File: src/rtl/boot_loader.sv
// Length-prefixed byte-stream loader: packs big-endian words into RAM
// and holds the CPU in reset until the whole image has been written.
module boot_loader #(
  parameter int                    ADDR_WIDTH     = 32,
  parameter int                    DATA_WIDTH     = 32,
  parameter logic [ADDR_WIDTH-1:0] BASE_ADDR      = '0,
  parameter int                    MAX_WORDS      = 1024,
  parameter int                    TIMEOUT_CYCLES = 100000
) (
  input  logic                  clk_i,
  input  logic                  rst_i,
  input  logic                  start_i,
  input  logic                  rx_valid_i,
  input  logic [7:0]            rx_data_i,
  output logic                  rx_ready_o,
  output logic                  mem_we_o,
  output logic [ADDR_WIDTH-1:0] mem_addr_o,
  output logic [DATA_WIDTH-1:0] mem_data_o,
  output logic                  cpu_rst_o,
  output logic                  busy_o,
  output logic                  done_o,
  output logic                  err_o,
  output logic [15:0]           words_o
);

  typedef enum logic [2:0] {
    S_IDLE, S_HDR, S_PAY, S_WRITE, S_DONE, S_ERR
  } state_e;

  localparam logic [31:0] TO_LAST = 32'(TIMEOUT_CYCLES - 1);
  localparam logic [31:0] MAX_LEN = 32'(MAX_WORDS);

  state_e                  state_q, state_d;
  logic [1:0]              bcnt_q, bcnt_d;
  logic [31:0]             len_q, len_d;
  logic [15:0]             widx_q, widx_d;
  logic [15:0]             words_q, words_d;
  logic [31:0]             asm_q, asm_d;
  logic [31:0]             gap_q, gap_d;
  logic [ADDR_WIDTH-1:0]   addr_q, addr_d;
  logic [DATA_WIDTH-1:0]   data_q, data_d;

  logic        xfer;
  logic        tmo;
  logic [31:0] len_nxt;
  logic [31:0] word_nxt;
  logic [15:0] widx_inc;

  assign rx_ready_o = (state_q == S_HDR) || (state_q == S_PAY);
  assign xfer       = rx_valid_i && rx_ready_o;
  assign tmo        = (TIMEOUT_CYCLES != 0) && (gap_q == TO_LAST);
  assign len_nxt    = {len_q[23:0], rx_data_i};
  assign word_nxt   = {asm_q[23:0], rx_data_i};
  assign widx_inc   = widx_q + 16'd1;

  assign mem_we_o   = (state_q == S_WRITE);
  assign mem_addr_o = addr_q;
  assign mem_data_o = data_q;
  assign cpu_rst_o  = (state_q != S_DONE);
  assign busy_o     = (state_q == S_HDR) || (state_q == S_PAY)
                   || (state_q == S_WRITE);
  assign done_o     = (state_q == S_DONE);
  assign err_o      = (state_q == S_ERR);
  assign words_o    = words_q;

  always_comb begin
    state_d = state_q;
    bcnt_d  = bcnt_q;
    len_d   = len_q;
    widx_d  = widx_q;
    words_d = words_q;
    asm_d   = asm_q;
    gap_d   = gap_q;
    addr_d  = addr_q;
    data_d  = data_q;
    unique case (state_q)
      S_HDR: begin
        if (xfer) begin
          len_d  = len_nxt;
          bcnt_d = bcnt_q + 2'd1;
          gap_d  = '0;
          if (bcnt_q == 2'd3) begin
            if (len_nxt == '0)          state_d = S_DONE;
            else if (len_nxt > MAX_LEN) state_d = S_ERR;
            else                        state_d = S_PAY;
          end
        end else if (tmo) begin
          state_d = S_ERR;
        end else begin
          gap_d = gap_q + 32'd1;
        end
      end
      S_PAY: begin
        if (xfer) begin
          asm_d  = word_nxt;
          bcnt_d = bcnt_q + 2'd1;
          gap_d  = '0;
          if (bcnt_q == 2'd3) begin
            data_d  = word_nxt;
            addr_d  = BASE_ADDR + ADDR_WIDTH'({widx_q, 2'b00});
            state_d = S_WRITE;
          end
        end else if (tmo) begin
          state_d = S_ERR;
        end else begin
          gap_d = gap_q + 32'd1;
        end
      end
      S_WRITE: begin
        widx_d  = widx_inc;
        words_d = words_q + 16'd1;
        state_d = ({16'd0, widx_inc} == len_q) ? S_DONE : S_PAY;
      end
      default: begin
        // IDLE, DONE and ERR all re-arm on start
        if (start_i) begin
          state_d = S_HDR;
          bcnt_d  = '0;
          len_d   = '0;
          widx_d  = '0;
          words_d = '0;
          gap_d   = '0;
        end
      end
    endcase
  end

  always_ff @(posedge clk_i or posedge rst_i) begin
    if (rst_i) begin
      state_q <= S_IDLE;
      bcnt_q  <= '0;
      len_q   <= '0;
      widx_q  <= '0;
      words_q <= '0;
      asm_q   <= '0;
      gap_q   <= '0;
      addr_q  <= '0;
      data_q  <= '0;
    end else begin
      state_q <= state_d;
      bcnt_q  <= bcnt_d;
      len_q   <= len_d;
      widx_q  <= widx_d;
      words_q <= words_d;
      asm_q   <= asm_d;
      gap_q   <= gap_d;
      addr_q  <= addr_d;
      data_q  <= data_d;
    end
  end

endmodule

File: config.mk
export PLATFORM = sky130hd
export DESIGN_NAME = boot_loader
export DESIGN_NICKNAME = d
export VERILOG_FILES = /design/src/rtl/boot_loader.sv
export SDC_FILE = /design/constraint.sdc
export NUM_CORES = 1
export LEC_CHECK = 0
export BUFFER_PORTS_ARGS = -buffer_cell sky130_fd_sc_hd__clkbuf_2
export CORE_ASPECT_RATIO = 1.25
export CORE_MARGIN = 2
export CORE_UTILIZATION = 55
export DETAILED_ROUTE_END_ITERATION = 7
export GPL_TIMING_DRIVEN = 0
export PLACE_DENSITY = 0.8
export SETUP_SLACK_MARGIN = 0.2
export SYNTH_ARGS = -nofsm -noshare
export SYNTH_HDL_FRONTEND = slang
export SYNTH_SLANG_ARGS = --single-unit
File: constraint.sdc
create_clock -name clk_i -period 10.2 [get_ports clk_i]
set_clock_uncertainty 0.15 [all_clocks]
set_input_delay 0.51 -clock clk_i [delete_from_list [all_inputs] [get_ports clk_i]]
set_output_delay 0.51 -clock clk_i [all_outputs]
set_load 0.02 [all_outputs]
=== Yosys cells after proc, flatten, opt, wreduce, memory -nomap -nowiden ===
Index checks and enable logic that the tools add are counted.

* Bits in registers: 173
* Bits in latches: 0
* Memory bits (writable): 0
* Memory bits (read-only): 0
* Input port bits: 12
* Logic and storage cells: 70
* Memories: 0

* Add/sub/neg operators: 4
* Multiply operators: 0
* Divide/modulo/power cells: 0
* Order comparisons: 1
* Equal/unequal tests: 14
* Shift-type cells: 0
* Multiplexer cells: 22
* Bitwise logic cells: 3
* Reduce and logical (&&, ||, !) cells: 17

{| class="wikitable"
|+ Operator list
! kind !! number
|-
| 32-bit two-way mux || 4
|-
| 32-bit case mux with 2 select lines || 2
|-
| 16-bit case mux with 2 select lines || 2
|-
| 16-bit by 1-bit adder with 16-bit output (second input constant) || 2
|-
| 32-bit by 1-bit adder with 32-bit output (second input constant) || 1
|-
| 16-bit by 32-bit equality test with 1-bit output || 1
|-
| 32-bit by 17-bit equality test with 1-bit output (second input constant) || 1
|-
| 32-bit by 11-bit greater-than comparator with 1-bit output (second input constant) || 1
|-
| 32-bit zero test || 1
|-
| 3-bit two-way mux || 9
|-
| 16-bit two-way mux || 1
|-
| 3-bit AND reduction || 5
|-
| 3-bit case mux with 3 select lines || 1
|-
| 3-bit by 2-bit equality test with 1-bit output (second input constant) || 2
|-
| 3-bit equality test (second input constant) || 2
|-
| 3-bit by 2-bit != test with 1-bit output (second input constant) || 2
|-
| 3-bit != test (second input constant) || 2
|-
| 2-bit nonzero test || 3
|-
| 2-bit two-way mux || 2
|-
| 2-bit case mux with 2 select lines || 1
|-
| 2-bit AND reduction || 2
|-
| 4-bit nonzero test || 1
|-
| 2-bit OR reduction || 2
|-
| 3-bit by 1-bit equality test with 1-bit output (second input constant) || 1
|-
| 7 further kinds || 10
|}

=== Depth between registers and ports, before layout ===
Gate-level depths: netlist (run 1).

* Depth in word-level cells: 6
* Depth in mapped cells: 9

=== Worst setup path after synthesis (run 1) ===
OpenSTA, ideal clock, no wires.

* Kind: register -> register
* Start: register gap_q[0]
* End: register gap_q[18]
* Setup time: 0.078 ns
* Arrival time: 2.171 ns
* Required time: 9.972 ns
* Setup slack: 7.800 ns
* Cell stages (with the launch flop): 8
* Path buffers: 1
* Period minus slack after synthesis: 2.400 ns
* Cell sequence: dfrtp_1 -> ha_1 -> nand4_4 -> or3_1 -> or4_1 -> buf_2 -> or3_1 -> a21oi_1

* Word-level cells in the longest chain between the ends: 4
* Elaborated cells on any way between the ends: 7

{| class="wikitable"
|+ RTL lines
! element !! line !! text
|-
| start: declaration || 39 || <nowiki>logic [31:0] gap_q, gap_d;</nowiki>
|-
| start signal: assignment || 146 || <nowiki>gap_q <= gap_d;</nowiki>
|-
| 32-bit by 1-bit adder with 32-bit output || 90, 106 ||
|-
| 32-bit two-way mux || 87, 103 ||
|-
| 32-bit two-way mux || 94 || <nowiki>if (xfer) begin</nowiki>
|-
| 32-bit case mux with 2 select lines || 76 || <nowiki>unique case (state_q)</nowiki>
|}

Parallel ways exist; a longest one is shown, timed or not. The select of a mux whose other input is x is not followed.
A chain may end at the register's enable or synchronous reset.

=== Final worst setup path (run 1) ===
* Start: register state_q[2]
* End: output port mem_we_o

* Word-level cells in the longest chain between the ends: 1

{| class="wikitable"
|+ RTL lines
! element !! line !! text
|-
| start: declaration || 33 || <nowiki>state_e state_q, state_d;</nowiki>
|-
| start signal: assignment || 140 || <nowiki>state_q <= state_d;</nowiki>
|-
| 3-bit by 2-bit equality test with 1-bit output || 56 || <nowiki>assign mem_we_o = (state_q == S_WRITE);</nowiki>
|-
| end: declaration || 16 || <nowiki>output logic mem_we_o,</nowiki>
|}

No other way between the ends.

==> summary.md, run 1 <==
| Metric | Value |
|---|---|
| Status | complete, no violations |
| Number of standard-cell rows in the floorplan | 50 |
| Count of nets after finishing | 886 |
| Total power density per cell area | 236 nW/um^2 |
| Via count | 6,320 |
| Port Buf Inserts | 81 |
| Gate Count Post-Synth | 753 |
| Post-route worst hold slack | 0.218 ns |
| Shortest clock period the worst path allows after layout | 2.96 ns |
| CP Cell Sequence | nand3b_1 > clkbuf_1 > inv_1 > clkbuf_1 > clkbuf_2 |
| Longest Clk Path Bufs | 2 |
| Flops & latches, synth | 173 |
| Leakage power summed over all cells | 0.00448 uW |
| Initial antenna violation count | 0 |
| Crit-path most repeated cell | clkbuf_1 |
| Final non-filler cell total | 1,065 |
| Cell area after synthesis | 8250 um^2 |
| Share of flip-flops with an asynchronous set or reset after synthesis | 100% |
| Critical hold path startpoint | rx_data_i[0] |
| Largest net degree at the start of global routing | 124 |
| Number of gates given a new drive strength after cts | 0 |
| Worst hold path type | primary input to register |
| Count of unresolved DRC violations after routing | 0 |
| Clock-pin slew on the worst setup and hold paths | 0.07 ns |
| Post-route worst setup slack | 7.24 ns |
| Max H-tree Level | 4 |
| Worst hold path cell count | 2 |
| RSZ-0062 raised after global routing | no |
| DR pass1 iterations | 5 |
| Crit path launch type | register |
| Proportion of synthesized chip area in sequential cells | 52.5% |
| Share of the core filled with cells | 64.6% |
| Reg-to-reg critical path endpoint | mem_addr_o[5]$_DFFE_PP0P_ |
| Die ar. | 16,000 um^2 |
| Pre-CTS setup slack | 7.16 ns |
| Vias in the first global route | 6,074 |
| Count of final max-slew check failures | 0 |
| Final Cycle Share | 29.0% |
| Die Y-Extent | 141 um |
| Crit-path max FO | 10 |
| CTS root buffer | clkbuf_16 |
| DRT antenna net count | 0 |
| Congestion Overflow GR | 0 |
| Max-cap viol count | 0 |
| Worst Hold End | len_q[0]$_DFFE_PP0P_ |
| Area Overhead vs Synth | 16.1% |
| Ratio of cells with drive above 1 in the final layout | 24.5% |
| Main synth FF type | dfrtp_1 |
| # placed instances | 1,032 |
| Number of buffers created by CTS | 17 |
| Clock insertion delay at the later pin of the skew report | 0.44 ns |
| Master of the slowest instance on the critical path | dfrtp_1 |
| Wirelength per Cell | 17.4 um |
| Avg Cell Area, Syn | 11.0 um^2 |
| Final hold viol count | 0 |
| Worst-margin pin slew | 0.946 ns |
| Crit path required time | 9.54 ns |
| HPWL after DPL | 12,700 um |
| CTS tree | yes |
| Final Routed Wirelength | 18,500 um |
| Crit path arrival time | 2.30 ns |
| Number of cells traversed by the worst register-to-register path | 7 |
| Initial standard-cell utilization of the core | 55.6% |
| Number of distinct standard cells referenced by the synthesized netlist | 60 |
| RePlAce Congestion | 0.921 |
| Final number of setup-violating endpoints | 0 |
| First-pass GRT wire length | 30,200 um |
| Sink count of the clock tree | 173 |
| Delay of the slowest cell on the worst path | 0.47 ns |
| Number of violations reported at the end of detailed-routing iteration 0 | 582 |
| Number of top-level pins | 98 |
| Headroom to the max-slew limit | 36.7% |
| Post-Route Setup TNS | 0 ns |
| IR Drop Worst-Case VDD | 0.141 mV |
| Count of flip-flops with a built-in enable after synthesis | 0 |
| Worst reg2reg startpoint | state_q[1]$_DFFE_PP0P_ |
| Vias per std cell | 5.93 |
| Diode count | 0 |
| Synth warn | 0 |
| Setup Crit Path Kind | register to primary output |
| CORE AREA | 14,800 um^2 |
| Achievable Freq | 338 MHz |
| Category of the worst setup path capture point | primary output |
| Die span in x | 114 um |
| Overall global routing resource usage | 23.8% |
| Slack of the worst reg-to-reg path | 7.31 ns |
## cell families (layout without fill, tap and decap cells)
kind of cell,count (synthesis),count (layout),synth area share [%]
other cells,1,16,0.0455
mux,71,71,9.70
compound gates,133,133,10.8
flops,173,173,52.5
buf+inv,80,195,4.57
xor+xnor,51,51,5.58
simple gates,240,240,16.2
fa+ha+maj,4,4,0.607
## area by class of cell
| class | count | area [um^2] |
|---|---|---|
| fill | 1206 | 5250 |
| sequential | 173 | 4330 |
| multi-input combinational | 515 | 3600 |
| timing repair buffer | 83 | 443 |
| clock buffer | 18 | 429 |
| buffer | 62 | 309 |
| tap | 182 | 228 |
| clock inverter | 14 | 166 |
| inverter | 18 | 75.1 |
## worst max path at each step
stage | start | end
after floorplan | rst_i | asm_q[0]$_DFFE_PP0P_
after global placement | rst_i | mem_data_o[16]$_DFFE_PP0P_
after detailed placement | rx_valid_i | mem_addr_o[5]$_DFFE_PP0P_
after CTS | state_q[2]$_DFFE_PP0P_ | mem_we_o
after global routing | state_q[2]$_DFFE_PP0P_ | mem_we_o
final | state_q[2]$_DFFE_PP0P_ | mem_we_o
## layout by cell type (no fill, tap or decap), types with 4 or more instances in the layout
master,netlist,final
a21oi_1,25,25
a22o_1,34,34
and2_1,4,4
and3_1,7,7
and4_1,7,7
buf_2,4,4
buf_4,19,19
clkbuf_1,36,37
clkbuf_16,0,17
clkbuf_2,0,81
conb_1,1,16
dfrtp_1,173,173
ha_1,4,4
inv_1,18,17
inv_8,0,7
mux2_2,71,71
nand2_1,41,41
nand2b_1,5,5
nand3_1,20,20
nand3b_1,4,4
nand4_1,21,21
nor2_1,51,51
nor3_1,9,9
nor4_1,32,32
nor4b_1,5,5
o21ai_0,38,38
o22ai_1,4,4
o31ai_1,6,6
or3_1,14,14
xnor2_1,35,35
xor2_1,15,15
## layer usage
| metal | track usage, % | part of all wire, % | vias to the layer above |
|---|---|---|---|
| met5 | 0 | 0 | - |
| met3 | 4.69 | 4.4 | 39 |
| met4 | 9.63 | 2.6 | 0 |
| met2 | 39.0 | 50 | 185 |
| met1 | 31.2 | 43 | 3154 |
| li1 | - | - | 2942 |
## Yosys cell counts, drive strengths merged (2+ instances only)
cell / count / area [um^2]
dfrtp: 173 / 4330
mux2: 71 / 800
nor2: 51 / 191
nand2: 41 / 154
o21ai: 39 / 195
clkbuf: 36 / 135
xnor2: 35 / 307
a22o: 34 / 298
nor4: 34 / 225
buf: 26 / 174
a21oi: 25 / 125
nand4: 22 / 153
nand3: 20 / 100
inv: 18 / 67.6
xor2: 15 / 131
or3: 14 / 87.6
nor3: 9 / 45.0
and3: 7 / 43.8
and4: 7 / 61.3
o31ai: 6 / 45.0
and2: 5 / 33.8
nand2b: 5 / 31.3
nor4b: 5 / 43.8
ha: 4 / 50.1
nand3b: 4 / 30.0
o22ai: 4 / 25.0
nor3b: 3 / 22.5
or4: 3 / 22.5
a211o: 2 / 17.5
a211oi: 2 / 15.0
a21o: 2 / 15.0
a31o: 2 / 17.5
a31oi: 2 / 12.5
nand4b: 2 / 17.5
nor4bb: 2 / 20.0
o2111ai: 2 / 17.5
o21a: 2 / 15.0
o32ai: 2 / 17.5
or2: 2 / 12.5
## through the flow
stage          area, um^2  total power (uW)
3_3_place_gp         8930              1580
3_5_place_dp         8970              1610
6_report             9580              2260
4_1_cts              9580              2270
5_1_grt              9580              2380
2_1_floorplan        8300              1400
## power breakdown
| group | leakage, uW | switching [uW] | internal [uW] |
|---|---|---|---|
| combinational | 0.00182 | 395 | 262 |
| clock | 0.000294 | 301 | 351 |
| sequential | 0.00236 | 126 | 824 |
| total | 0.00448 | 822 | 1440 |
## worst max-delay path: cells and delay by family (launching register included)
family / cells / cell delay [ns]
simple gates: 1 / 0.25
flops: 1 / 0.47
buf+inv: 4 / 1.14
## registers in the layout, indices dropped and copies added, names as in the netlist
signal      count
asm_q          24
bcnt_q          2
gap_q          32
len_q          32
mem_addr_o     16
mem_data_o     32
state_q         3
widx_q         16
words_o        16
## repair_timing
item,in CTS,in global routing
setup endpoints to repair,0,0
hold buffers,1,0
endpoints found under the hold margin,50,0
buffers inserted,0,0
Power figures use the tool's default switching activity.
==> inputs of run 2 (changes only) <==
--- a/config.mk
+++ b/config.mk
@@ -8,10 +8,10 @@
 export BUFFER_PORTS_ARGS = -buffer_cell sky130_fd_sc_hd__clkbuf_2
 export CORE_ASPECT_RATIO = 1.25
 export CORE_MARGIN = 2
-export CORE_UTILIZATION = 55
+export CORE_UTILIZATION = 53
 export DETAILED_ROUTE_END_ITERATION = 7
 export GPL_TIMING_DRIVEN = 0
-export PLACE_DENSITY = 0.8
+export PLACE_DENSITY = 0.81
 export SETUP_SLACK_MARGIN = 0.2
 export SYNTH_ARGS = -nofsm -noshare
 export SYNTH_HDL_FRONTEND = slang
==> constraint.sdc (replaced) <==
create_clock -name clk_i -period 2.7 [get_ports clk_i]
set_clock_uncertainty 0.15 [all_clocks]
set_input_delay 0.135 -clock clk_i [delete_from_list [all_inputs] [get_ports clk_i]]
set_output_delay 0.135 -clock clk_i [all_outputs]
set_load 0.02 [all_outputs]
==> run 2 against run 1 <==
  * Clock power rose to 3.8 times the previous value
  * Final area up 5.9%
  * Critical path depth up 2
  * Core utilization up 1.3 points
  * Largest cell class unchanged
  * Sequential share of layout area down 2.5 points
  * Register-to-register slack worse by 7.1 ns
  * Die area up 3.6%
  * Critical endpoint is now gap_q[30]$_DFFE_PP0P_
  * Critical path type is now register to register
==> summary.md, run 2 (synthesis results as in run 1) <==
| Metric | Value |
|---|---|
| Status | complete, no violations |
| Combinational share of power | 30.9% |
| Clock-pin slew on the worst setup and hold paths | 0.07 ns |
| Internal Power | 5490 uW |
| Longest Clk Path Bufs | 2 |
| Wirelength per Cell | 17.2 um |
| Shortest clock period the worst path allows after layout | 2.50 ns |
| Worst-margin pin slew | 0.667 ns |
| Die span in x | 116 um |
| Vias in the first global route | 6,132 |
| Die ar. | 16,600 um^2 |
| CP Cell Sequence | ha_4 > nand4_4 > or3_4 > or4_4 > buf_6 > or3_4 > a21oi_2 |
| Master of the slowest instance on the critical path | or4_4 |
| Final Routed Wirelength | 19,300 um |
| RSZ-0062 raised after global routing | yes |
| Number of violations reported at the end of detailed-routing iteration 0 | 510 |
| Crit path launch type | register |
| Achievable Freq | 400 MHz |
| Worst hold path type | primary input to asynchronous set/reset pin |
| Switching Power | 3240 uW |
| DR pass1 iterations | 5 |
| Ratio of cells with drive above 1 in the final layout | 31.2% |
| Number of buffers created by CTS | 17 |
| IR Drop Worst-Case VDD | 0.477 mV |
| Post-route worst hold slack | 0.0730 ns |
| DRT antenna net count | 0 |
| Die Y-Extent | 143 um |
| Number of standard-cell rows in the floorplan | 51 |
| Crit-path most repeated cell | or3_4 |
| Largest net degree at the start of global routing | 45 |
| Share of the core filled with cells | 65.9% |
| Area Overhead vs Synth | 22.9% |
| Number of top-level pins | 98 |
| Max H-tree Level | 4 |
| Clock insertion delay at the later pin of the skew report | 0.43 ns |
| Diode count | 0 |
| Delay of the slowest cell on the worst path | 0.51 ns |
| Crit path arrival time | 2.71 ns |
| Most common cell after layout, fill and taps aside | dfrtp_1 |
| Count of unresolved DRC violations after routing | 0 |
| Post-route worst setup slack | 0.203 ns |
| Initial standard-cell utilization of the core | 53.6% |
| Leakage power summed over all cells | 0.00476 uW |
| Initial antenna violation count | 0 |
| Max-cap viol count | 0 |
| CTS tree | yes |
| Count of final max-slew check failures | 0 |
| Vias per std cell | 5.76 |
| Congestion Overflow GR | 0 |
| Tot Pwr | 8730 uW |
| RePlAce Congestion | 0.946 |
| First-pass GRT wire length | 30,800 um |
| Buffers & Inverters on Critical Path | 1 |
| CTS root buffer | clkbuf_16 |
| Headroom to the max-slew limit | 55.5% |
| Setup Crit Path Kind | register to register |
| Net Sw Frac | 37.1% |
| Final hold viol count | 0 |
| Pre-CTS setup slack | -0.101 ns |
| Overall global routing resource usage | 23.8% |
| Crit path required time | 2.92 ns |
| Final Cycle Share | 92.5% |
| Sink count of the clock tree | 173 |
| Top library cells by usage in the layout, fill and taps aside | dfrtp_1, clkbuf_2, mux2_2 |
| Final number of setup-violating endpoints | 0 |
| Total power density per cell area | 861 nW/um^2 |
| HPWL after DPL | 12,900 um |
| Count of nets after finishing | 916 |
| Category of the worst setup path capture point | register |
| Fraction of power consumed by the clock network | 28.0% |
| CORE AREA | 15,400 um^2 |
| Fraction of power consumed by sequential logic | 41.1% |
| Port Buf Inserts | 81 |
| Delay-heaviest family, CP | simple AND/OR/NAND/NOR gates |
| Crit-path max FO | 5 |
| Via count | 6,485 |
run 2: cell count changes in the layout (fill, tap and decap cells not counted), moves of 6 or more:
cell,before,now
nor4_4,0,6
buf_4,19,37
clkbuf_2,81,96
nor4_1,32,26
dlygate4sd3_1,1,11
clkbuf_1,37,17
run 2: per-layer routing:
layer | GRT usage (%) | routed length (um) | vias up
met5 | 0 | 0 | -
met4 | 10.9 | 675 | 0
met3 | 4.30 | 953 | 49
met2 | 38.4 | 9550 | 220
met1 | 31.3 | 8150 | 3190
li1 | - | - | 3026
run 2: final timing paths:
path | from | to | slack [ns] | cells past startpoint
max | gap_q[1]$_DFFE_PP0P_ | gap_q[30]$_DFFE_PP0P_ | 0.20 | 7
min | rst_i | mem_addr_o[10]$_DFFE_PP0P_ | 0.07 | 3
max reg2reg | gap_q[1]$_DFFE_PP0P_ | gap_q[30]$_DFFE_PP0P_ | 0.20 | 7
min reg2reg | bcnt_q[0]$_DFFE_PP0P_ | bcnt_q[0]$_DFFE_PP0P_ | 0.34 | 1
max in group asynchronous | rst_i | mem_data_o[29]$_DFFE_PP0P_ | 1.53 | 5
min in group clk_i | bcnt_q[0]$_DFFE_PP0P_ | bcnt_q[0]$_DFFE_PP0P_ | 0.34 | 1
run 2: what timing repair did:
item                                    in CTS  in global routing
cloned                                       0                  1
pin swaps                                    0                 16
gates resized for setup                     22                 58
hold endpoints to repair                   112                  1
buffers inserted                             6                 10
endpoints found under the setup margin      74                 47
hold buffers                                10                  1
run 2: cell type report:
type                    instances  area (um^2)
flip-flops and latches        173         4330
fillers                      1159         5240
plain buffers                  62          345
inverters                      18         71.3
multi-input cells             515         3800
clock inverters                15          178
well taps                     212          265
repair buffers                113          721
clock buffers                  17          425
run 2: through the flow:
stage                     TNS (ns)  cell area (um^2)  cells
final                            0             10100   1125
after global routing             0             10100   1125
after CTS                        0              9890   1113
after detailed placement    -0.799              9060   1065
after global placement     -142.94              8980   1061
after floorplan                  0              8310    768
run 2: power by group through the flow:
stage	registers, uW	clock network (uW)	logic (uW)
after global placement	3600	0	2390
after global routing	3650	2590	2950
final	3590	2450	2690
after detailed placement	3620	0	2470
after CTS	3570	2480	2600
after floorplan	3620	0	1670
run 2: tightest hold or removal path, stage by stage:
cell and delay [ns]:
dlygate4sd3_1 0.54, clkbuf_2 0.12, clkinvlp_4 0.25
==> inputs of run 3 (changes only) <==
--- a/config.mk
+++ b/config.mk
@@ -6,7 +6,8 @@
 export NUM_CORES = 1
 export LEC_CHECK = 0
 export BUFFER_PORTS_ARGS = -buffer_cell sky130_fd_sc_hd__clkbuf_2
-export CORE_ASPECT_RATIO = 1.25
+export CAP_MARGIN = 20
+export CORE_ASPECT_RATIO = 0.75
 export CORE_MARGIN = 2
 export CORE_UTILIZATION = 53
 export DETAILED_ROUTE_END_ITERATION = 7
==> run 3 against run 2 <==
  * Register-to-register slack about the same
  * Die area about the same
  * Routed wire length up 5.9%
  * Fmax grew 0.59%
  * Setup slack improved by 0.015 ns
  * First-iteration DRC count grew 12%
  * Sequential power about the same
  * Global-route usage up 1.3 points
  * Non-clock buffer count up 7
  * Cell count did not move
  * Critical endpoint is now state_q[1]$_DFFE_PP0P_
  * Largest power group unchanged
==> summary.md, run 3 (synthesis results as in run 1) <==
| Metric | Value |
|---|---|
| Ratio of cells with drive above 1 in the final layout | 32.3% |
| Number of cells traversed by the worst register-to-register path | 7 |
| Net Sw Frac | 36.5% |
| Worst Hold End | state_q[0]$_DFFE_PP0P_ |
| Vias per std cell | 5.85 |
| HPWL after DPL | 13,200 um |
| Crit-path most repeated cell | o21ai_0 |
| Crit-path max FO | 8 |
| Multi-input gate area | 3810 um^2 |
| Sink count of the clock tree | 173 |
| Initial standard-cell utilization of the core | 54.2% |
| Clock insertion delay at the later pin of the skew report | 0.44 ns |
| Critical hold path startpoint | start_i |
| Crit path launch | widx_q[1]$_DFFE_PP0P_ |
| Fraction of power consumed by the clock network | 28.0% |
| Achievable Freq | 403 MHz |
| Final number of setup-violating endpoints | 0 |
| Category of the worst setup path capture point | register |
| Number of violations reported at the end of detailed-routing iteration 0 | 572 |
| Die span in x | 148 um |
| IR Drop Worst-Case VDD | 0.563 mV |
| Shortest clock period the worst path allows after layout | 2.48 ns |
| Vias in the first global route | 6,443 |
| CTS tree | yes |
| Number of standard-cell rows in the floorplan | 39 |
| Overall global routing resource usage | 25.2% |
| Setup Crit Path Kind | register to register |
| Headroom to the max-slew limit | 54.3% |
| Area Overhead vs Synth | 23.8% |
| Fraction of power consumed by sequential logic | 40.4% |
| Initial antenna violation count | 0 |
| Worst hold path type | primary input to register |
| Worst hold path cell count | 3 |
| Via count | 6,576 |
| RSZ-0062 raised after global routing | yes |
| Tot Pwr | 8890 uW |
| Status | complete, no violations |
| Combined flip-flop and latch cell area | 4330 um^2 |
| Final Routed Wirelength | 20,500 um |
| Total power density per cell area | 870 nW/um^2 |
| Congestion Overflow GR | 0 |
| Slack of the worst reg-to-reg path | 0.22 ns |
| Max-cap viol count | 0 |
| Die Y-Extent | 112 um |
| Number of top-level pins | 98 |
| Worst reg2reg startpoint | widx_q[1]$_DFFE_PP0P_ |
| CORE AREA | 15,200 um^2 |
| Leakage power summed over all cells | 0.00481 uW |
| Largest net degree at the start of global routing | 44 |
| CTS root buffer | clkbuf_16 |
| Worst-margin pin slew | 0.678 ns |
| Crit path required time | 2.85 ns |
| Fill cell count | 1,099 |
| RePlAce Congestion | 0.946 |
| Count of unresolved DRC violations after routing | 0 |
| Crit path launch type | register |
| Number of buffers created by CTS | 17 |
| Die ar. | 16,600 um^2 |
| Crit path arrival time | 2.63 ns |
| DRT antenna net count | 0 |
| Reg-to-reg critical path endpoint | state_q[1]$_DFFE_PP0P_ |
| Share of the core filled with cells | 67.1% |
| First-pass GRT wire length | 33,100 um |
| Count of nets after finishing | 923 |
| Delay of the slowest cell on the worst path | 0.60 ns |
| DR pass1 iterations | 5 |
| CP Cell Sequence | ha_4 > xor2_1 > o2111ai_1 > o21ai_0 > or4_1 > nor4_2 > o21ai_0 |
| Switching Power | 3240 uW |
| Diode count | 0 |
| Port Buf Inserts | 81 |
| Most common cell after layout, fill and taps aside | dfrtp_1 |
| Longest Clk Path Bufs | 2 |
| Final hold viol count | 0 |
| Max H-tree Level | 4 |
| Count of final max-slew check failures | 0 |
| Internal Power | 5640 uW |
| Post-route worst hold slack | 0.0397 ns |
| Final Cycle Share | 91.9% |
| Combinational share of power | 31.6% |
| Wirelength per Cell | 18.2 um |
| Master of the slowest instance on the critical path | or4_1 |
| Top library cells by usage in the layout, fill and taps aside | dfrtp_1, clkbuf_2, mux2_2 |
| Clock-pin slew on the worst setup and hold paths | 0.07 ns |
run 3: metrics by stage:
step	setup TNS, ns	instances	cell area [um^2]	setup slack [ns]
final	0	1125	10200	0.218
after global routing	0	1125	10200	0.0764
after CTS	0	1113	9970	0.180
after detailed placement	-1.60	1058	9050	-0.176
after global placement	-147.86	1054	8970	-0.863
after floorplan	0	768	8310	0.204
run 3: critical path, delay by kind of cell, from the launching register on:
family                   cells  cell delay (ns)
AO/OA/AOI/OAI                3             0.46
AND/OR/NAND/NOR              2             0.92
XOR/XNOR                     1             0.14
flip-flops                   1             0.46
adder cells (fa/ha/maj)      1             0.22
run 3: layout make-up:
| class | count | share of cell area, % |
|---|---|---|
| repair buffers | 120 | 7.52 |
| well taps | 205 | 2.51 |
| inverters | 18 | 0.699 |
| flip-flops and latches | 173 | 42.4 |
| clock inverters | 12 | 1.46 |
| clock buffers | 20 | 4.47 |
| plain buffers | 62 | 3.57 |
| multi-input cells | 515 | 37.3 |
run 3: worst max-delay path by stage:
| stage | end | slack [ns] | cells after the start |
|---|---|---|---|
| after detailed placement | mem_addr_o[9]$_DFFE_PP0P_ | -0.18 | 7 |
| after global placement | mem_addr_o[16]$_DFFE_PP0P_ | -0.86 | 2 |
| after CTS | gap_q[31]$_DFFE_PP0P_ | 0.18 | 6 |
| after floorplan | asm_q[0]$_DFFE_PP0P_ | 0.20 | 1 |
| final | state_q[1]$_DFFE_PP0P_ | 0.22 | 7 |
| after global routing | state_q[1]$_DFFE_PP0P_ | 0.08 | 7 |
run 3: power by group through the flow:
stage / logic, uW / clock network, uW / registers (uW)
floorplan: 1670 / 0 / 3620
global placement: 2410 / 0 / 3600
detailed placement: 2480 / 0 / 3610
CTS: 2670 / 2510 / 3560
global route: 3040 / 2620 / 3650
finish: 2810 / 2490 / 3590
run 3: timing repair:
action / CTS / global route
cloned: 0 / 1
endpoints found under the setup margin: 76 / 53
endpoints found under the hold margin: 44 / 0
buffers inserted: 14 / 11
pin swaps: 4 / 15
hold buffers: 9 / 0
gates resized for setup: 34 / 50
run 3: layer usage:
metal | part of all wire, % | track usage [%] | vias up | wire length [um]
li1 | - | - | 3028 | -
met1 | 45 | 36.3 | 3269 | 9140
met2 | 46 | 37.8 | 242 | 9520
met3 | 7.0 | 6.83 | 37 | 1430
met4 | 1.9 | 7.30 | 0 | 379
met5 | 0 | 0 | - | 0
